==> config.mk <==
export PLATFORM = sky130hd
export DESIGN_NAME = serial_addsub
export DESIGN_NICKNAME = d
export VERILOG_FILES = /design/src/rtl/serial_addsub.sv
export SDC_FILE = /design/constraint.sdc
export NUM_CORES = 1
export LEC_CHECK = 0
export BUFFER_PORTS_ARGS = -buffer_cell sky130_fd_sc_hd__buf_2
export CORE_ASPECT_RATIO = 0.75
export CORE_UTILIZATION = 40
export DETAILED_ROUTE_END_ITERATION = 12
export HOLD_SLACK_MARGIN = 0.05
export PLACE_DENSITY = 0.61
export SYNTH_ARGS = -nofsm -noshare
export SYNTH_HDL_FRONTEND = slang
export SYNTH_SLANG_ARGS = --single-unit
==> constraint.sdc <==
create_clock -name clk -period 3.2 [get_ports clk]
set_input_delay 0.16 -clock clk [delete_from_list [all_inputs] [get_ports clk]]
set_output_delay 0.16 -clock clk [all_outputs]
set_load 0.05 [all_outputs]
==> src/rtl/serial_addsub.sv <==
// Bit-serial two's-complement adder/subtractor: one full-adder slice plus a
// carry flop, processing operands LSB-first at one bit per clock.
// Optional flag logic (ovf, zero) is enabled by defining SERIAL_ADDSUB_FLAGS_EN;
// without it both flag ports are tied to 0.
module serial_addsub #(
    parameter int unsigned WIDTH = 8
) (
    input  logic             clk,
    input  logic             reset,
    input  logic             start,
    input  logic             op,
    input  logic [WIDTH-1:0] a,
    input  logic [WIDTH-1:0] b,
    output logic             busy,
    output logic             done,
    output logic [WIDTH-1:0] result,
    output logic             co,
    output logic             ovf,
    output logic             zero
);

    localparam int unsigned CNT_W = (WIDTH > 1) ? $clog2(WIDTH) : 1;
    localparam logic [CNT_W-1:0] CNT_LAST = CNT_W'(WIDTH - 1);

    typedef enum logic [1:0] {
        IDLE = 2'd0,
        RUN  = 2'd1,
        DONE = 2'd2
    } state_t;

    state_t             state;
    state_t             state_next;
    logic [WIDTH-1:0]   sa;
    logic [WIDTH-1:0]   sb;
    logic [WIDTH-1:0]   sr;
    logic               carry;
    logic [CNT_W-1:0]   cnt;

    logic               accept_c;
    logic               last_c;
    logic               sum_c;
    logic               cout_c;
    logic [WIDTH-1:0]   sr_next_c;

    // Full-adder slice on the current LSBs and the shifted-in accumulator value.
    always_comb begin
        sum_c     = sa[0] ^ sb[0] ^ carry;
        cout_c    = (sa[0] & sb[0]) | (sa[0] & carry) | (sb[0] & carry);
        sr_next_c = {sum_c, sr[WIDTH-1:1]};
    end

    // State register.
    always_ff @(posedge clk or posedge reset) begin
        if (reset) begin
            state <= IDLE;
        end else begin
            state <= state_next;
        end
    end

    // Next-state decode; a new request is taken in IDLE and DONE alike.
    always_comb begin
        state_next = state;
        accept_c   = 1'b0;
        last_c     = 1'b0;
        case (state)
            IDLE: begin
                if (start) begin
                    accept_c   = 1'b1;
                    state_next = RUN;
                end
            end
            RUN: begin
                if (cnt == CNT_LAST) begin
                    last_c     = 1'b1;
                    state_next = DONE;
                end
            end
            DONE: begin
                if (start) begin
                    accept_c   = 1'b1;
                    state_next = RUN;
                end else begin
                    state_next = IDLE;
                end
            end
            default: state_next = IDLE;
        endcase
    end

    // Operand shifters, carry, bit counter and registered results.
    always_ff @(posedge clk or posedge reset) begin
        if (reset) begin
            sa     <= '0;
            sb     <= '0;
            sr     <= '0;
            carry  <= 1'b0;
            cnt    <= '0;
            busy   <= 1'b0;
            done   <= 1'b0;
            result <= '0;
            co     <= 1'b0;
        end else begin
            done <= 1'b0;
            if (accept_c) begin
                sa    <= a;
                sb    <= op ? ~b : b;
                carry <= op;
                cnt   <= '0;
                busy  <= 1'b1;
            end else if (state == RUN) begin
                sa    <= sa >> 1;
                sb    <= sb >> 1;
                sr    <= sr_next_c;
                carry <= cout_c;
                if (last_c) begin
                    result <= sr_next_c;
                    co     <= cout_c;
                    busy   <= 1'b0;
                    done   <= 1'b1;
                end else begin
                    cnt <= cnt + CNT_W'(1);
                end
            end
        end
    end

`ifdef SERIAL_ADDSUB_FLAGS_EN
    // Overflow is carry-in vs carry-out of the MSB slice; both flags load with result.
    always_ff @(posedge clk or posedge reset) begin
        if (reset) begin
            ovf  <= 1'b0;
            zero <= 1'b0;
        end else if (last_c) begin
            ovf  <= carry ^ cout_c;
            zero <= (sr_next_c == '0);
        end
    end
`else
    assign ovf  = 1'b0;
    assign zero = 1'b0;
`endif

endmodule

==> summary.md, run 1 <==
| Metric | Value |
|---|---|
| Pre-Repair DR Iteration Count | `4` |
| Largest net degree at the start of global routing | `41` |
| Final hold violations | `0` |
| GPL Wtd Cong | `roughly 0.73` |
| Sequential share of the synthesized area | `about 56%` |
| Final Max Slew Viols | `0` |
| Final WS setup | `about 1.4 ns` |
| Place WS | `1.36 ns` |
| Maximum vdd drop | `518 uV` |
| Cell count after synthesis | `between 100 and 150` |
| Vias | `between 1k and 1.5k` |
| Warnings, synthesis | `0` |
| Startpoint types | `flop` |
| Total gr overflow | `0` |
| Xor/xnor cell area share of the yosys netlist | `3.89%` |
| GR Util All Layers | `between 10% and 20%` |
| 1st-iter DRT viols | `64` |
| Worst-Skew Late Latency | `around 0.29 ns` |
| Setup Buffers After CTS | `0` |
| Fin Setup TNS | `0 ns` |
| I/O pin total | `33` |
| Drt via density | `roughly 5.0` |
| Unrepaired setup endpoints after global routing | `false` |
| Peak Freq | `roughly 550 MHz` |
| Power consumption | `2150 uW` |
| Initial Utilization | `a little over two fifths` |
| Setup violations, final | `0` |
| Period utilization | `a little under three fifths` |
| Avg Inst Size Synth | `12.2 um2` |
| Final core utilization | `about 49%` |
| Die Ht | `60.1 um` |
| Largest family of logic cells by synthesized area | `multiplexers` |
| Total die area | `~0.0048 mm2` |
| Sinks on Clock Net | `40` |
| Layout filler cell count | `roughly 380` |
| Share of cells above drive strength 1 | `a little under a third` |
| Worst-path maximum fanout | `23` |
| TritonCTS clock tree | `done` |
| CP arrival | `around 2.0 ns` |
| Vias in the first global route | `1206` |
| Mapped Area | `approximately 0.0018 mm2` |
| Core ar. | `0.00418 mm2` |
| Drc violations | `0` |
| Site Rows | `20` |
| Hold Path Class | `input pin to flop` |
| Worst slew pin tran | `between 0.6 and 0.7 ns` |
| HPWL after DPL | `2210 um` |
| # Max-Cap Violations | `0` |
| Total Routed Length | `3230 um` |
| Max-slew headroom | `between 50% and 60%` |
| Simple-gate portion of the synthesized area | `slightly below 10%` |
| Outcome | `complete, no violations` |
| Design area | `around 0.002 mm2` |
| First-pass GRT wire length | `5490 um` |
| Port Buffers | `30` |
| DRT antenna net count | `0` |
| Setup Crit Path Kind | `flop to flop` |
| Proportion of synthesized area in mux cells | `between 10% and 20%` |
| Nets | `between 150 and 200` |
| Synth unique cells | `30` |
| Worst EP required | `around 3.4 ns` |
| P per Cell Area | `~1000 mW/mm2` |
| Post-synthesis adder-cell area fraction | `under 10%` |
| Area delta synth->final | `14.4%` |
| Worst clock skew | `~0.0052 ns` |
| Placed inst area | `between 0.0015 and 0.002 mm2` |
| Clock root buffer | `clkbuf_8` |
| Static Leak | `approximately 0.0010 uW` |
| Die X | `~79 um` |
| Antenna violations before repair | `0` |
| TritonCTS Buffers | `5` |
| WL/cell | `roughly 14 um` |
| Critical Path End Type | `flop` |
| Compound-gate portion of the synthesized area | `around 7.6%` |
| Min cycle time layout | `1.83 ns` |
| Max Buffers Root-to-Sink | `2` |
| Flops & latches, synth | `40` |
| H-tree levels | `2` |
| Antenna cell count | `0` |
| CTS clock-pin slew for the worst setup and hold paths | `around 0.070 ns` |
[per-stage QoR]
step | hold slack [ns] | std cells
4_1_cts | 0.0835 | 232
3_3_place_gp | 0.297 | 223
3_5_place_dp | 0.305 | 223
6_report | 0.0905 | 232
2_1_floorplan | 0.277 | 148
5_1_grt | 0.0809 | 232
[final timing paths]
kind                           from  depth (start not counted)  slack (ns)   endpoint
max                        state[0]                          4        1.37  result[0]
min                            a[3]                          3        0.09      sa[3]
max reg2reg                state[0]                          4        1.37  result[0]
min reg2reg                    busy                          1        0.48       busy
max in group asynchronous     reset                          4        2.33      sa[7]
min in group asynchronous     reset                          4        0.52       done
[synthesized netlist by cell type (all sizes together)]
master | n | area (um2)
dfrtp | 40 | 1000
mux2 | 16 | 210
nand2 | 16 | 67.6
nand3 | 9 | 45.0
o21ai | 9 | 45.0
buf | 8 | 63.8
a22oi | 6 | 45.0
mux2i | 6 | 60.1
xor2 | 6 | 52.6
inv | 5 | 18.8
clkbuf | 4 | 15.0
nor2 | 4 | 15.0
a221o | 2 | 20.0
ha | 2 | 25.0
nand2b | 2 | 12.5
nor2b | 2 | 20.0
xnor2 | 2 | 17.5
a21o | 1 | 7.51
a21oi | 1 | 5.00
a22o | 1 | 8.76
conb | 1 | 3.75
fa | 1 | 20.0
nor3 | 1 | 5.00
o22ai | 1 | 6.26
or3b | 1 | 8.76
[critical path: stages, from the launching register on]
cell and delay, ns:
dfrtp_1 0.40, nor2b_4 0.60, nand2_4 0.25, inv_1 0.13, mux2_2 0.33
[placed cells by master, fill, tap and decap left out, drive strengths merged]
| cell type | instances |
|---|---|
| a21o | 1 |
| a21oi | 1 |
| a221o | 2 |
| a22o | 1 |
| a22oi | 6 |
| buf | 32 |
| clkbuf | 8 |
| conb | 2 |
| dfrtp | 40 |
| dlygate4sd3 | 1 |
| fa | 1 |
| ha | 2 |
| inv | 5 |
| mux2 | 16 |
| mux2i | 6 |
| nand2 | 16 |
| nand2b | 2 |
| nand3 | 9 |
| nor2 | 4 |
| nor2b | 2 |
| nor3 | 1 |
| o21ai | 9 |
| o22ai | 1 |
| or3b | 1 |
| xnor2 | 2 |
| xor2 | 6 |
[per-layer routing]
layer,wire [um],global-route usage [%],vias up
met5,0,0,-
met3,192,6.11,2
met4,21,7.53,0
met1,1450,18.6,570
met2,1570,26.0,30
li1,-,-,547
[power breakdown]
group / switching (uW) / internal [uW]
logic: 546 / 380
registers: 142 / 737
clock network: 168 / 176
[cell families after synthesis]
group | count (synthesis)
flops | 40
simple gates | 35
xor+xnor | 8
buf+inv | 17
mux | 22
fa+ha+maj | 3
compound gates | 21
other cells | 1
[layout make-up]
| class | count | area (um2) | area share, % |
|---|---|---|---|
| multi-input cells | 91 | 704 | 34.2 |
| clock buffers | 8 | 90.1 | 4.38 |
| flip-flops and latches | 40 | 1000 | 48.6 |
| inverters | 5 | 18.8 | 0.912 |
| repair buffers | 33 | 175 | 8.51 |
| well taps | 55 | 68.8 | 3.34 |
[repair_timing]
action / 4_1_cts / 5_1_grt
gates resized for setup: 0 / 0
hold buffers: 1 / 0
endpoints found under the hold margin: 40 / 0
[flip-flops by register name, summed over array words and instances (netlist names)]
signal and cells:
result 8, sa 8, sb 8, sr 7
cnt 3, state 2, busy 1, carry 1
co 1, done 1
(Power assumes the default switching activity.)
==> run 2: changes to the inputs <==
- PLACE_DENSITY: 0.61 -> 0.63
- clock period: 3.2 -> 1.65 ns (I/O delays scaled with it)
==> summary.md, run 2 (same netlist as run 1, synthesis figures left out) <==
| Metric | Value |
|---|---|
| Outcome | `complete, no violations` |
| Max Buffers Root-to-Sink | `2` |
| H-tree levels | `2` |
| Core ar. | `approximately 0.0042 mm2` |
| Final Max Slew Viols | `0` |
| R2r endpoint | `result[0]` |
| Min cycle time layout | `~1.5 ns` |
| Reg-to-reg startpoint | `cnt[0]` |
| Antenna cell count | `0` |
| Worst clock skew | `about 0.0056 ns` |
| Die Ht | `between 60 and 70 um` |
| DRT antenna net count | `0` |
| Most common cell after layout, fill and taps aside | `dfrtp_1` |
| Largest net degree at the start of global routing | `between 40 and 50` |
| Port Buffers | `30` |
| Largest registers | `result (8), sa (8), sb (8)` |
| Drt via density | `4.80` |
| Layout filler cell count | `~390` |
| Unrepaired setup endpoints after global routing | `false` |
| Clock root buffer | `clkbuf_8` |
| Crit path to | `result[0]` |
| Total Routed Length | `roughly 3100 um` |
| Vias in the first global route | `around 1.2k` |
| Worst-Skew Late Latency | `0.29 ns` |
| WL/cell | `around 13 um` |
| Critical path's slowest cell | `dfrtp_1` |
| Most frequent cells in the layout | `dfrtp_1 (40), buf_2 (30), nand2_1 (15)` |
| CTS clock-pin slew for the worst setup and hold paths | `~0.08 ns` |
| Flop2flop setup slack | `~0.11 ns` |
| HPWL after DPL | `2220 um` |
| GR Util All Layers | `15.3%` |
| Fin Setup TNS | `0 ns` |
| I/O pin total | `33` |
| Worst-path maximum fanout | `11` |
| Worst slew pin tran | `approximately 0.5 ns` |
| Initial Utilization | `43.1%` |
| Setup Buffers After CTS | `0` |
| Pre-Repair DR Iteration Count | `4` |
| Startpoint types | `flop` |
| P per Cell Area | `roughly 1900 mW/mm2` |
| Critical Path End Type | `flop` |
| Site Rows | `20` |
| Share of cells above drive strength 1 | `approximately a third` |
| Sinks on Clock Net | `40` |
| Power consumption | `4210 uW` |
| Nets | `approximately 210` |
| TritonCTS clock tree | `done` |
| Worst Setup SP | `cnt[0]` |
| Hold Path Class | `input pin to flop` |
| Max-slew headroom | `between 60% and 70%` |
| Worst R2R Path Depth | `6` |
| GPL Wtd Cong | `just over 0.7` |
| Period utilization | `93.3%` |
| Maximum vdd drop | `between 900 and 1000 uV` |
| Setup Crit Path Kind | `flop to flop` |
| Worst EP required | `about 1.8 ns` |
| TritonCTS Buffers | `5` |
| Total gr overflow | `0` |
| Total die area | `between 0.004 and 0.005 mm2` |
| # Max-Cap Violations | `0` |
| Slowest cell delay on critical path | `0.41 ns` |
| First-pass GRT wire length | `about 5400 um` |
| Static Leak | `around 0.0011 uW` |
| Die X | `~79 um` |
| Final hold violations | `0` |
| Setup violations, final | `0` |
| Peak Freq | `about 650 MHz` |
| CP Cell Sequence | `ha_1, ha_1, buf_4, nand2_8, inv_1, mux2_2` |
| CP arrival | `roughly 1.7 ns` |
| Vias | `approximately 1.2k` |
| Antenna violations before repair | `0` |
| Area delta synth->final | `21.0%` |
| Most frequent CP cell | `ha_1` |
| 1st-iter DRT viols | `56` |
| Drc violations | `0` |
run 2: cell count changes in the layout (fill, tap and decap cells not counted):
cell           change
dlygate4sd3_1      +8
buf_4              +4
clkbuf_1           -2
clkinv_2           +2
clkbuf_8           -1
clkinv_4           +1
nand2_4            -1
nand2_8            +1
or3b_1             -1
or3b_4             +1
run 2: area by class of cell:
cell class / instances / area, um2 / share of cell area [%]
clock buffers: 5 / 68.8 / 3.16
multi-input cells: 91 / 716 / 32.9
well taps: 55 / 68.8 / 3.16
inverters: 5 / 18.8 / 0.862
repair buffers: 45 / 285 / 13.1
flip-flops and latches: 40 / 1000 / 46.0
clock inverters: 3 / 18.8 / 0.862
run 2: power by group:
| group | total [uW] | switching, uW | leakage [uW] | internal, uW |
|---|---|---|---|---|
| registers | 1710 | 282 | 0.000493 | 1430 |
| logic | 1870 | 1070 | 0.000558 | 807 |
| clock network | 628 | 333 | 0.0000479 | 294 |
| total | 4210 | 1680 | 0.00110 | 2530 |
run 2: timing repair:
action,4_1_cts,5_1_grt
hold endpoints to repair,48,0
hold buffers,9,0
setup endpoints to repair,0,4
gates resized for setup,0,2
run 2: critical path: cells and delay by family, from the launching register on:
kind,cells,cell delay [ns]
flops,1,0.41
mux,1,0.27
buf+inv,2,0.23
fa+ha+maj,2,0.40
simple gates,1,0.11
run 2: metal layers:
layer	global-route usage (%)	up-vias	share of wire, %
li1	-	578	-
met1	19.1	561	46
met3	4.58	3	4.0
met2	26.1	30	49
met4	3.90	0	0.70
met5	0	-	0
run 2: worst min-delay path by stage:
stage           from        end  cells after the start
4_1_cts         b[5]      sb[5]                      4
3_3_place_gp   reset  result[0]                      3
5_1_grt         b[6]      sb[6]                      4
3_5_place_dp   reset       done                      3
6_report        b[5]      sb[5]                      4
2_1_floorplan   a[6]      sa[6]                      2
run 2: stage by stage:
step	cell area [um2]	setup slack [ns]	std cells	hold WS, ns	utilization, %
2_1_floorplan	1800	0.0952	148	0.199	-
3_3_place_gp	1990	0.137	227	0.218	47.6
3_5_place_dp	1990	0.0427	227	0.234	47.6
4_1_cts	2170	0.0357	244	0.0906	51.8
5_1_grt	2180	0.0191	244	0.100	52.1
6_report	2180	0.111	244	0.0972	52.1
